<file path="config.mk">
export PLATFORM = sky130hd
export DESIGN_NAME = vector_mult_seq
export DESIGN_NICKNAME = d
export VERILOG_FILES = /design/src/rtl/matrix_pkg.sv /design/src/rtl/multiply_unitary_s.sv /design/src/rtl/vector_mult_seq.sv
export SDC_FILE = /design/constraint.sdc
export NUM_CORES = 1
export LEC_CHECK = 0
export BUFFER_PORTS_ARGS = -buffer_cell sky130_fd_sc_hd__buf_2
export CAP_MARGIN = 20
export CORE_MARGIN = 2
export CORE_UTILIZATION = 45
export DETAILED_ROUTE_END_ITERATION = 16
export HOLD_SLACK_MARGIN = 0.06
export PLACE_DENSITY = 0.68
export SLEW_MARGIN = 20
export SYNTH_ARGS = -nofsm -noshare
export SYNTH_HDL_FRONTEND = slang
export SYNTH_SLANG_ARGS = --single-unit
</file>
<file path="constraint.sdc">
create_clock -name clk -period 14.3 [get_ports clk]
set_input_delay 0.715 -clock clk [delete_from_list [all_inputs] [get_ports clk]]
set_output_delay 0.715 -clock clk [all_outputs]
set_load 0.01 [all_outputs]
</file>
<file path="src/rtl/matrix_pkg.sv">
// Shared definitions for the MATRIX datapath blocks.
//   state_t : sequencing states for the vector multiply engine
//   clog2   : ceiling log2, used to size counters and accumulators
package matrix_pkg;

  typedef enum logic [1:0] {
    IDLE = 2'd0,
    RUN  = 2'd1,
    DONE = 2'd2
  } state_t;

  // Smallest r with 2**r >= n (0 for n <= 1).
  function automatic int clog2(input int n);
    int r;
    r = 0;
    while ((1 << r) < n) r++;
    return r;
  endfunction

endpackage

</file>
<file path="src/rtl/multiply_unitary_s.sv">
// Single-lane combinational multiplier, unsigned or two's complement.
//   a, b : NBITS operands
//   sgn  : 1 = operands are two's complement, 0 = unsigned
//   p    : full 2*NBITS product (signed result when sgn=1)
module multiply_unitary_s #(
  parameter int NBITS = 4
) (
  input  logic [NBITS-1:0]   a,
  input  logic [NBITS-1:0]   b,
  input  logic               sgn,
  output logic [2*NBITS-1:0] p
);

  logic signed [2*NBITS-1:0] p_signed;
  logic        [2*NBITS-1:0] p_unsigned;

  // Both operands signed, so they are sign-extended to the product width.
  assign p_signed   = $signed(a) * $signed(b);
  assign p_unsigned = {{NBITS{1'b0}}, a} * {{NBITS{1'b0}}, b};
  assign p          = sgn ? p_signed : p_unsigned;

endmodule

</file>
<file path="src/rtl/vector_mult_seq.sv">
// Sequential vector multiply engine.
// Streams LANES element pairs per beat through parallel lane multipliers and
// builds both the element-wise product vector and the dot product.
//   clk, reset_n : clock (rising edge), asynchronous active-low reset
//   start        : job request; accepted in IDLE or DONE
//   sgn          : 1 = two's complement operands, 0 = unsigned
//   A, B         : packed operand vectors, element i at [i*NBITS +: NBITS]
//   busy         : high while a job is running
//   done         : one-cycle pulse, results valid (and held until next start)
//   prod_out     : element i = A[i]*B[i] at [i*2*NBITS +: 2*NBITS]
//   dot_out      : sum of all element products
module vector_mult_seq
  import matrix_pkg::*;
#(
  parameter  int NBITS = 4,
  parameter  int NDATA = 8,
  parameter  int LANES = 1,
  localparam int SUMW  = 2*NBITS + clog2(NDATA)
) (
  input  logic                     clk,
  input  logic                     reset_n,
  input  logic                     start,
  input  logic                     sgn,
  input  logic [NDATA*NBITS-1:0]   A,
  input  logic [NDATA*NBITS-1:0]   B,
  output logic                     busy,
  output logic                     done,
  output logic [NDATA*2*NBITS-1:0] prod_out,
  output logic [SUMW-1:0]          dot_out
);

  localparam int NBEATS = NDATA / LANES;
  localparam int CW     = (NBEATS > 1) ? clog2(NBEATS) : 1;
  localparam int OPW    = NDATA * NBITS;
  localparam int PRODW  = 2 * NBITS;
  localparam int PW     = NDATA * PRODW;
  localparam int LW     = LANES * PRODW;

  state_t             state;
  logic [CW-1:0]      beat;
  logic [OPW-1:0]     a_sr;
  logic [OPW-1:0]     b_sr;
  logic               sgn_r;
  logic [LW-1:0]      lane_prod;
  logic [SUMW-1:0]    lane_sum;

  // Lanes always consume the low LANES elements of the operand shift regs.
  for (genvar l = 0; l < LANES; l++) begin : g_lane
    multiply_unitary_s #(.NBITS(NBITS)) u_mul (
      .a   (a_sr[l*NBITS +: NBITS]),
      .b   (b_sr[l*NBITS +: NBITS]),
      .sgn (sgn_r),
      .p   (lane_prod[l*PRODW +: PRODW])
    );
  end

  // Extend each lane product to accumulator width according to the captured sign mode.
  always_comb begin
    // NOTE: default assignment first so every path drives lane_sum and no latch is inferred.
    lane_sum = '0;
    for (int l = 0; l < LANES; l++) begin
      if (sgn_r)
        lane_sum = lane_sum + SUMW'($signed(lane_prod[l*PRODW +: PRODW]));
      else
        lane_sum = lane_sum + SUMW'(lane_prod[l*PRODW +: PRODW]);
    end
  end

  // NOTE: operand/product registers are plain flops here, so they are reset along with the FSM.
  always_ff @(posedge clk or negedge reset_n) begin
    if (!reset_n) begin
      state    <= IDLE;
      busy     <= 1'b0;
      done     <= 1'b0;
      beat     <= '0;
      a_sr     <= '0;
      b_sr     <= '0;
      sgn_r    <= 1'b0;
      prod_out <= '0;
      dot_out  <= '0;
    end else begin
      // NOTE: non-blocking assignments so every register samples pre-edge values.
      done <= 1'b0;
      case (state)
        IDLE, DONE: begin
          if (start) begin
            state    <= RUN;
            busy     <= 1'b1;
            beat     <= '0;
            a_sr     <= A;
            b_sr     <= B;
            sgn_r    <= sgn;
            prod_out <= '0;
            dot_out  <= '0;
          end else begin
            state <= IDLE;
            busy  <= 1'b0;
          end
        end
        RUN: begin
          // Newest lane products enter at the MSB end; after NBEATS beats
          // element 0 has reached the bottom.
          prod_out <= (prod_out >> LW) | (PW'(lane_prod) << (PW - LW));
          dot_out  <= dot_out + lane_sum;
          a_sr     <= a_sr >> (LANES * NBITS);
          b_sr     <= b_sr >> (LANES * NBITS);
          beat     <= beat + 1'b1;
          if (beat == CW'(NBEATS - 1)) begin
            state <= DONE;
            busy  <= 1'b0;
            done  <= 1'b1;
          end
        end
        default: begin
          state <= IDLE;
          busy  <= 1'b0;
        end
      endcase
    end
  end

endmodule

</file>
==> metrics.txt, run 1 <==
status finished clean; final worst-path cycle share 0.3702; synth cell count leaders dfrtp_1, nand2_1, a22o_1; worst r2r src a_sr[1]; initial core utilization 0.4611; Routed WL per cell 15.78 um; fin. max-slew vios 0; Vias/cell 5.336; complex-gate fraction of the synthesized area 0.1871; Worst Setup Path Type flip-flop to flip-flop; Data required, critical path about 15,000 ps; PostCTS Resize Cnt 0; largest cells by area after synthesis dfrtp_1, a22o_1, nand2_1, ha_1, a31oi_1; pre-CTS WS 8990 ps; Die X approximately 130 um; largest family of logic cells by synthesized area compound AO/OA/AOI/OAI gates; # IOs 145; Least-Margin Pin Slew ~920 ps; post-synth top area share 0.5193; Antenna Cells 0; Synth Warn # 0; Filler cells 1,312; PortBufs 144; met2 GRT Util 0.3321; Worst setup SP type flip-flop; initial antenna violation count 0; vias in the first global route 5,399; FMAX 188.9 MHz; CTS Buf Count 17; dpl hpwl about 11 mm; simple-gate share of the synthesized area 0.1293; buffers from clock root to sink, at most 2; DRC Markers 0; setup ws final 9006 ps; synthesized flop and latch total 146; CTS tree yes; multiplexer share of the synthesized area 0.001601; endpoints failing setup 0; Max-slew headroom 0.3878; synthesized area 7035 um2; Synth Area in Adders 0.09675; first-pass GRT wire length 26.95 mm; total length of routed wires between 15 and 20 mm; most common cell in the netlist dfrtp_1; share of cells above drive strength 1 0.2303; hold slack about 300 ps; Placement Rows 45; Fin. Hold Viols 0; final critical-path required period approximately 5300 ps; clock skew 8.155 ps; grt ovf 0; TNS Setup 0 ps; DR vias 5,528; Layout area overhead 21.98%; Critical Path AT 5630 ps; Worst Setup SP a_sr[1]; hold buffers post-CTS 0; GRT met1 Usage 0.2721; Tightest Hold Check Type input port to asynchronous set/reset pin; H-tree depth 4; Syn Inst Count approximately 690; Synth Flop Type dfrtp_1; Die Ht 129.0 um; clk sinks 146; die area 16,650 um2; CP endpoint kind flip-flop; Yosys cell types 35; Root Driver clkbuf_16; area leader, netlist dfrtp_1; first drt pass iteration count 5; xor and xnor area share after synthesis 0.02525; post-synthesis sequential area ratio 0.5193; Final nets 926; met3 Resource Use GR 0.05491; clock-pin transition on the worst setup and hold timing paths 60 ps; Clock Latency Late Sink ~420 ps; Post-CTS Setup Inserts 0; Placer Congestion ~0.84; unrepaired setup endpoints after global routing false; Worst Path Max Fanout 6; Detailed Route Iter0 Violations 413; Final ANT Viol Nets 0; core box area 15,260 um2; Avg Inst Size Synth 10.17 um2; Max Cap Viol 0; share of synthesized registers carrying an async set or reset 1.000; Post-synth EDFFs 0; gr busiest metal met2; Core Util, Final 0.5624; largest net degree at the start of global routing 124; total track usage 0.2041; syn nets 806
worst max-delay path, cell delays in order, from the launching register on:
cell and delay, ps:
dfrtp_1 420, and2_1 190, inv_1 70, fa_1 560, fa_1 430, fa_1 480, inv_1 40, ha_1 200
fa_1 420, a21o_1 190, a21oi_1 230, xnor2_2 120, and2_1 220, a21o_1 200, ha_1 370, o2111ai_1 140
a21oi_1 250, a211oi_1 90, or4b_1 510, o211ai_1 90
flip-flops by register name, summed over array words and instances (netlist names):
| register | cells |
|---|---|
| a_sr | 32 |
| b_sr | 32 |
| beat | 3 |
| done | 1 |
| dot_out | 11 |
| prod_out | 64 |
| sgn_r | 1 |
| state | 2 |
cell type report:
cell class                 count  area [um2]  area share
timing repair buffer         149       777.0     0.09054
tap                          211       264.0     0.03076
sequential                   146        3654      0.4257
multi-input combinational    470        3133      0.3651
inverter                      28       105.1     0.01225
clock buffer                  19       452.9     0.05278
clock inverter                13       196.4     0.02289
stage by stage:
step	std cells	instance area (um2)
after floorplan	692	7036
after global placement	1003	7908
after detailed placement	1003	7908
after CTS	1035	8557
after global routing	1036	8582
final	1036	8582
cells in the final DEF (no fill, tap or decap), types with 3 or more instances in the layout:
master | synthesis | final
dfrtp_1 | 146 | 146
buf_2 | 1 | 143
nand2_1 | 133 | 133
a22o_1 | 74 | 74
nor2_1 | 62 | 61
a31oi_1 | 55 | 55
ha_1 | 32 | 32
inv_1 | 28 | 28
o21ai_0 | 20 | 20
clkbuf_16 | 0 | 17
and2_1 | 15 | 15
a21oi_1 | 15 | 15
fa_1 | 14 | 14
a21o_1 | 8 | 8
xnor2_1 | 8 | 8
xor2_1 | 6 | 6
inv_6 | 0 | 5
bufinv_16 | 0 | 4
buf_4 | 0 | 4
nand2b_1 | 5 | 3
metal layers:
metal  part of all wire  routed length [um]  up-vias
met5                  0                   0        -
met4              0.011                 173        0
met3              0.065                1068       16
met2               0.48                7910      178
met1               0.44                7192     2699
li1                   -                   -     2635
final timing paths:
path | end | slack [ps] | depth (start not counted)
worst max-delay path | dot_out[10] | 9010 | 19
worst min-delay path | sgn_r | 290 | 1
worst max register to register | dot_out[10] | 9010 | 19
worst min register to register | prod_out[5] | 490 | 1
max in group asynchronous | b_sr[3] | 12600 | 2
min in group clk | prod_out[5] | 490 | 1
logic make-up after synthesis:
kind of cell | count (synthesis)
DFF | 146
and+or+nand+nor | 223
buffers and inverters | 76
AOI/OAI and AO/OA | 183
xor gates and xnor gates | 17
muxes | 1
adders and majority gates | 46
Power of run 1 is not shown: default switching activity piles up to over one toggle a cycle in this logic, so the estimate is an artifact.
==> run 2, diff against run 1 <==
--- a/config.mk
+++ b/config.mk
@@ -5,13 +5,14 @@
 export SDC_FILE = /design/constraint.sdc
 export NUM_CORES = 1
 export LEC_CHECK = 0
+export ABC_AREA = 1
 export BUFFER_PORTS_ARGS = -buffer_cell sky130_fd_sc_hd__buf_2
 export CAP_MARGIN = 20
 export CORE_MARGIN = 2
 export CORE_UTILIZATION = 45
 export DETAILED_ROUTE_END_ITERATION = 16
 export HOLD_SLACK_MARGIN = 0.06
-export PLACE_DENSITY = 0.68
+export PLACE_DENSITY = 0.67
 export SLEW_MARGIN = 20
 export SYNTH_ARGS = -nofsm -noshare
 export SYNTH_HDL_FRONTEND = slang
==> constraint.sdc (replaced) <==
create_clock -name clk -period 5.3 [get_ports clk]
set_input_delay 0.265 -clock clk [delete_from_list [all_inputs] [get_ports clk]]
set_output_delay 0.265 -clock clk [all_outputs]
set_load 0.01 [all_outputs]
==> run 2 against run 1 <==
  * Synthesized cell count rose by 13%
  * Cell count is 10% higher
  * Worst setup slack worse by 8200 ps
  * Clock skew is 4.2 ps higher
  * Wire length rose by 7.2%
  * Count of clock-buffer cells in the layout shrank 1
  * Fmax grew 17%
  * Hold slack lost 210 ps
  * Core utilization fell by 1.7 points
  * Die area rose by 7.9%
  * Critical endpoint is now dot_out[8]
==> metrics.txt, run 2 <==
CTS Buf Count 17; worst setup path end dot_out[8]; FMAX 221.6 MHz; total track usage 0.2032; buffers from clock root to sink, at most 2; Filler cells approximately 1,500; Routed WL per cell approximately 15 um; Yosys cell types 29; most common cell in the netlist inv_1; number of flip-flops in the largest register 64; initial core utilization 0.4589; Data required, critical path 5650 ps; Max-slew headroom 0.3877; CP Depth 21; post-synthesis sequential area ratio 0.4801; vias in the first global route 5,860; syn nets ~900; final critical-path required period between 4000 and 5000 ps; area leader, netlist dfrtp_1; CP Buf/Inv Count 1; Fin. Hold Viols 0; pre-CTS WS a little over 800 ps; Critical Path AT 4860 ps; Vias/cell 5.086; clock skew 12.32 ps; largest registers prod_out (64), a_sr (32), b_sr (32); first drt pass iteration count 5; Critical Path Max Stage Delay 560 ps; Final ANT Viol Nets 0; CP cell instances nand2_1, fa_1, fa_1, fa_1, inv_1, ha_1, fa_1, nand3_1, nand3_1, nand2_1, nand2_1, nand2_1, nand2_1, nand2_2, nand2_1, ha_1, a21o_1, a211o_1, nand2_1, nand2_1, o21ai_0; largest net degree at the start of global routing 87; R2R depth 21; most frequent cells in the layout inv_1, dfrtp_1, buf_2; r2r setup slk 790 ps; Die X 134.0 um; share of synthesized registers carrying an async set or reset 1.000; Antenna Cells 0; total length of routed wires 17.53 mm; post-synth top area share 0.4801; endpoints failing setup 0; Core Util, Final 0.5454; core box area 16,580 um2; critical path's top delay family adder cells; DRC Markers 0; dpl hpwl 11.89 mm; final worst-path cycle share 0.8516; clk sinks 146; H-tree depth 4; Tightest Hold Check Type input port to flip-flop; Placer Congestion 0.8273; r2r endpoint dot_out[8]; status finished clean; Detailed Route Iter0 Violations 355; Least-Margin Pin Slew ~920 ps; grt ovf 0; Synth Flop Type dfrtp_1; unrepaired setup endpoints after global routing false; Worst Setup Path Type flip-flop to flip-flop; most used cell, CP nand2_1; Worst Path Max Fanout 6; die area 17,970 um2; worst r2r src a_sr[1]; Placement Rows 47; Worst Setup SP a_sr[1]; # IOs between 100 and 150; Avg Inst Size Synth about 9.7 um2; PortBufs 144; Clock Latency Late Sink 420 ps; Worst setup SP type flip-flop; Root Driver clkbuf_16; multi-input logic area 3102 um2; Most flops, register prod_out; fin. max-slew vios 0; Max Cap Viol 0; initial antenna violation count 0; setup ws final 786.8 ps; TNS Setup 0 ps; Die Ht 134.0 um; CTS tree yes; share of cells above drive strength 1 0.2603; Worst path slowest cell fa_1; largest cells by area after synthesis dfrtp_1, a221oi_2, inv_1, ha_1, nand2_1; synth cell count leaders inv_1, dfrtp_1, nand2_1; Synth Warn # 0; DR vias 5,808; synthesized area 7610 um2; Final nets 1,024; Post-CTS Setup Inserts 0; synthesized flop and latch total 146; Syn Inst Count 783; clock-pin transition on the worst setup and hold timing paths around 60 ps; CP endpoint kind flip-flop; commonest non-fill, non-tap cell in the layout inv_1; Layout area overhead 18.86%; Post-synth EDFFs 0; register area about 3700 um2; first-pass GRT wire length 28.92 mm
==> run 2: cells by family (layout without fill, tap and decap cells) <==
group           count (synthesis)  after routing  share of synthesized area
compound gates                169            169                     0.1904
xor+xnor                        9              9                    0.01036
fa+ha+maj                      46             46                    0.08944
simple gates                  203            203                     0.1174
flops                         146            146                     0.4801
buf+inv                       210            349                     0.1123
==> run 2: what timing repair did <==
item / in CTS / in global routing
endpoints found under the hold margin: 85 / 0
gates resized for setup: 0 / 0
hold buffers: 1 / 0
==> run 2: tightest hold or removal path, delay by kind of cell <==
kind | cells | cell delay, ps
compound gates | 1 | 60
buf+inv | 1 | 80
simple gates | 1 | 60
==> run 2: through the flow <==
step	instances	area (um2)	hold WS, ps
after CTS	1141	9025	67.77
after floorplan	783	7610	-30.59
final	1142	9045	82.62
after global placement	1109	8427	396.1
after global routing	1142	9045	88.45
after detailed placement	1109	8427	392.6
==> run 2: per-layer routing <==
metal  track usage  wire length (um)
met3       0.04497               674
met5             0                 0
met2        0.3262              8513
met4       0.05965               203
met1        0.2791              8135
==> run 2: worst min path at each step <==
stage	depth (start not counted)	slack [ps]	end	from
2_1_floorplan	0	-30	a_sr[0]	reset_n
3_3_place_gp	1	400	b_sr[20]	reset_n
3_5_place_dp	1	390	b_sr[17]	reset_n
4_1_cts	3	70	a_sr[28]	A[28]
5_1_grt	3	90	sgn_r	sgn
6_report	3	80	a_sr[28]	A[28]
==> run 2: cell type report <==
| type | instances | share of cell area |
|---|---|---|
| inverters | 166 | 0.06903 |
| multi-input cells | 427 | 0.3429 |
| well taps | 220 | 0.03043 |
| flip-flops and latches | 146 | 0.4039 |
| repair buffers | 152 | 0.08867 |
| clock buffers | 18 | 0.04855 |
| clock inverters | 13 | 0.01646 |
Power of run 2 is left out for the same reason.
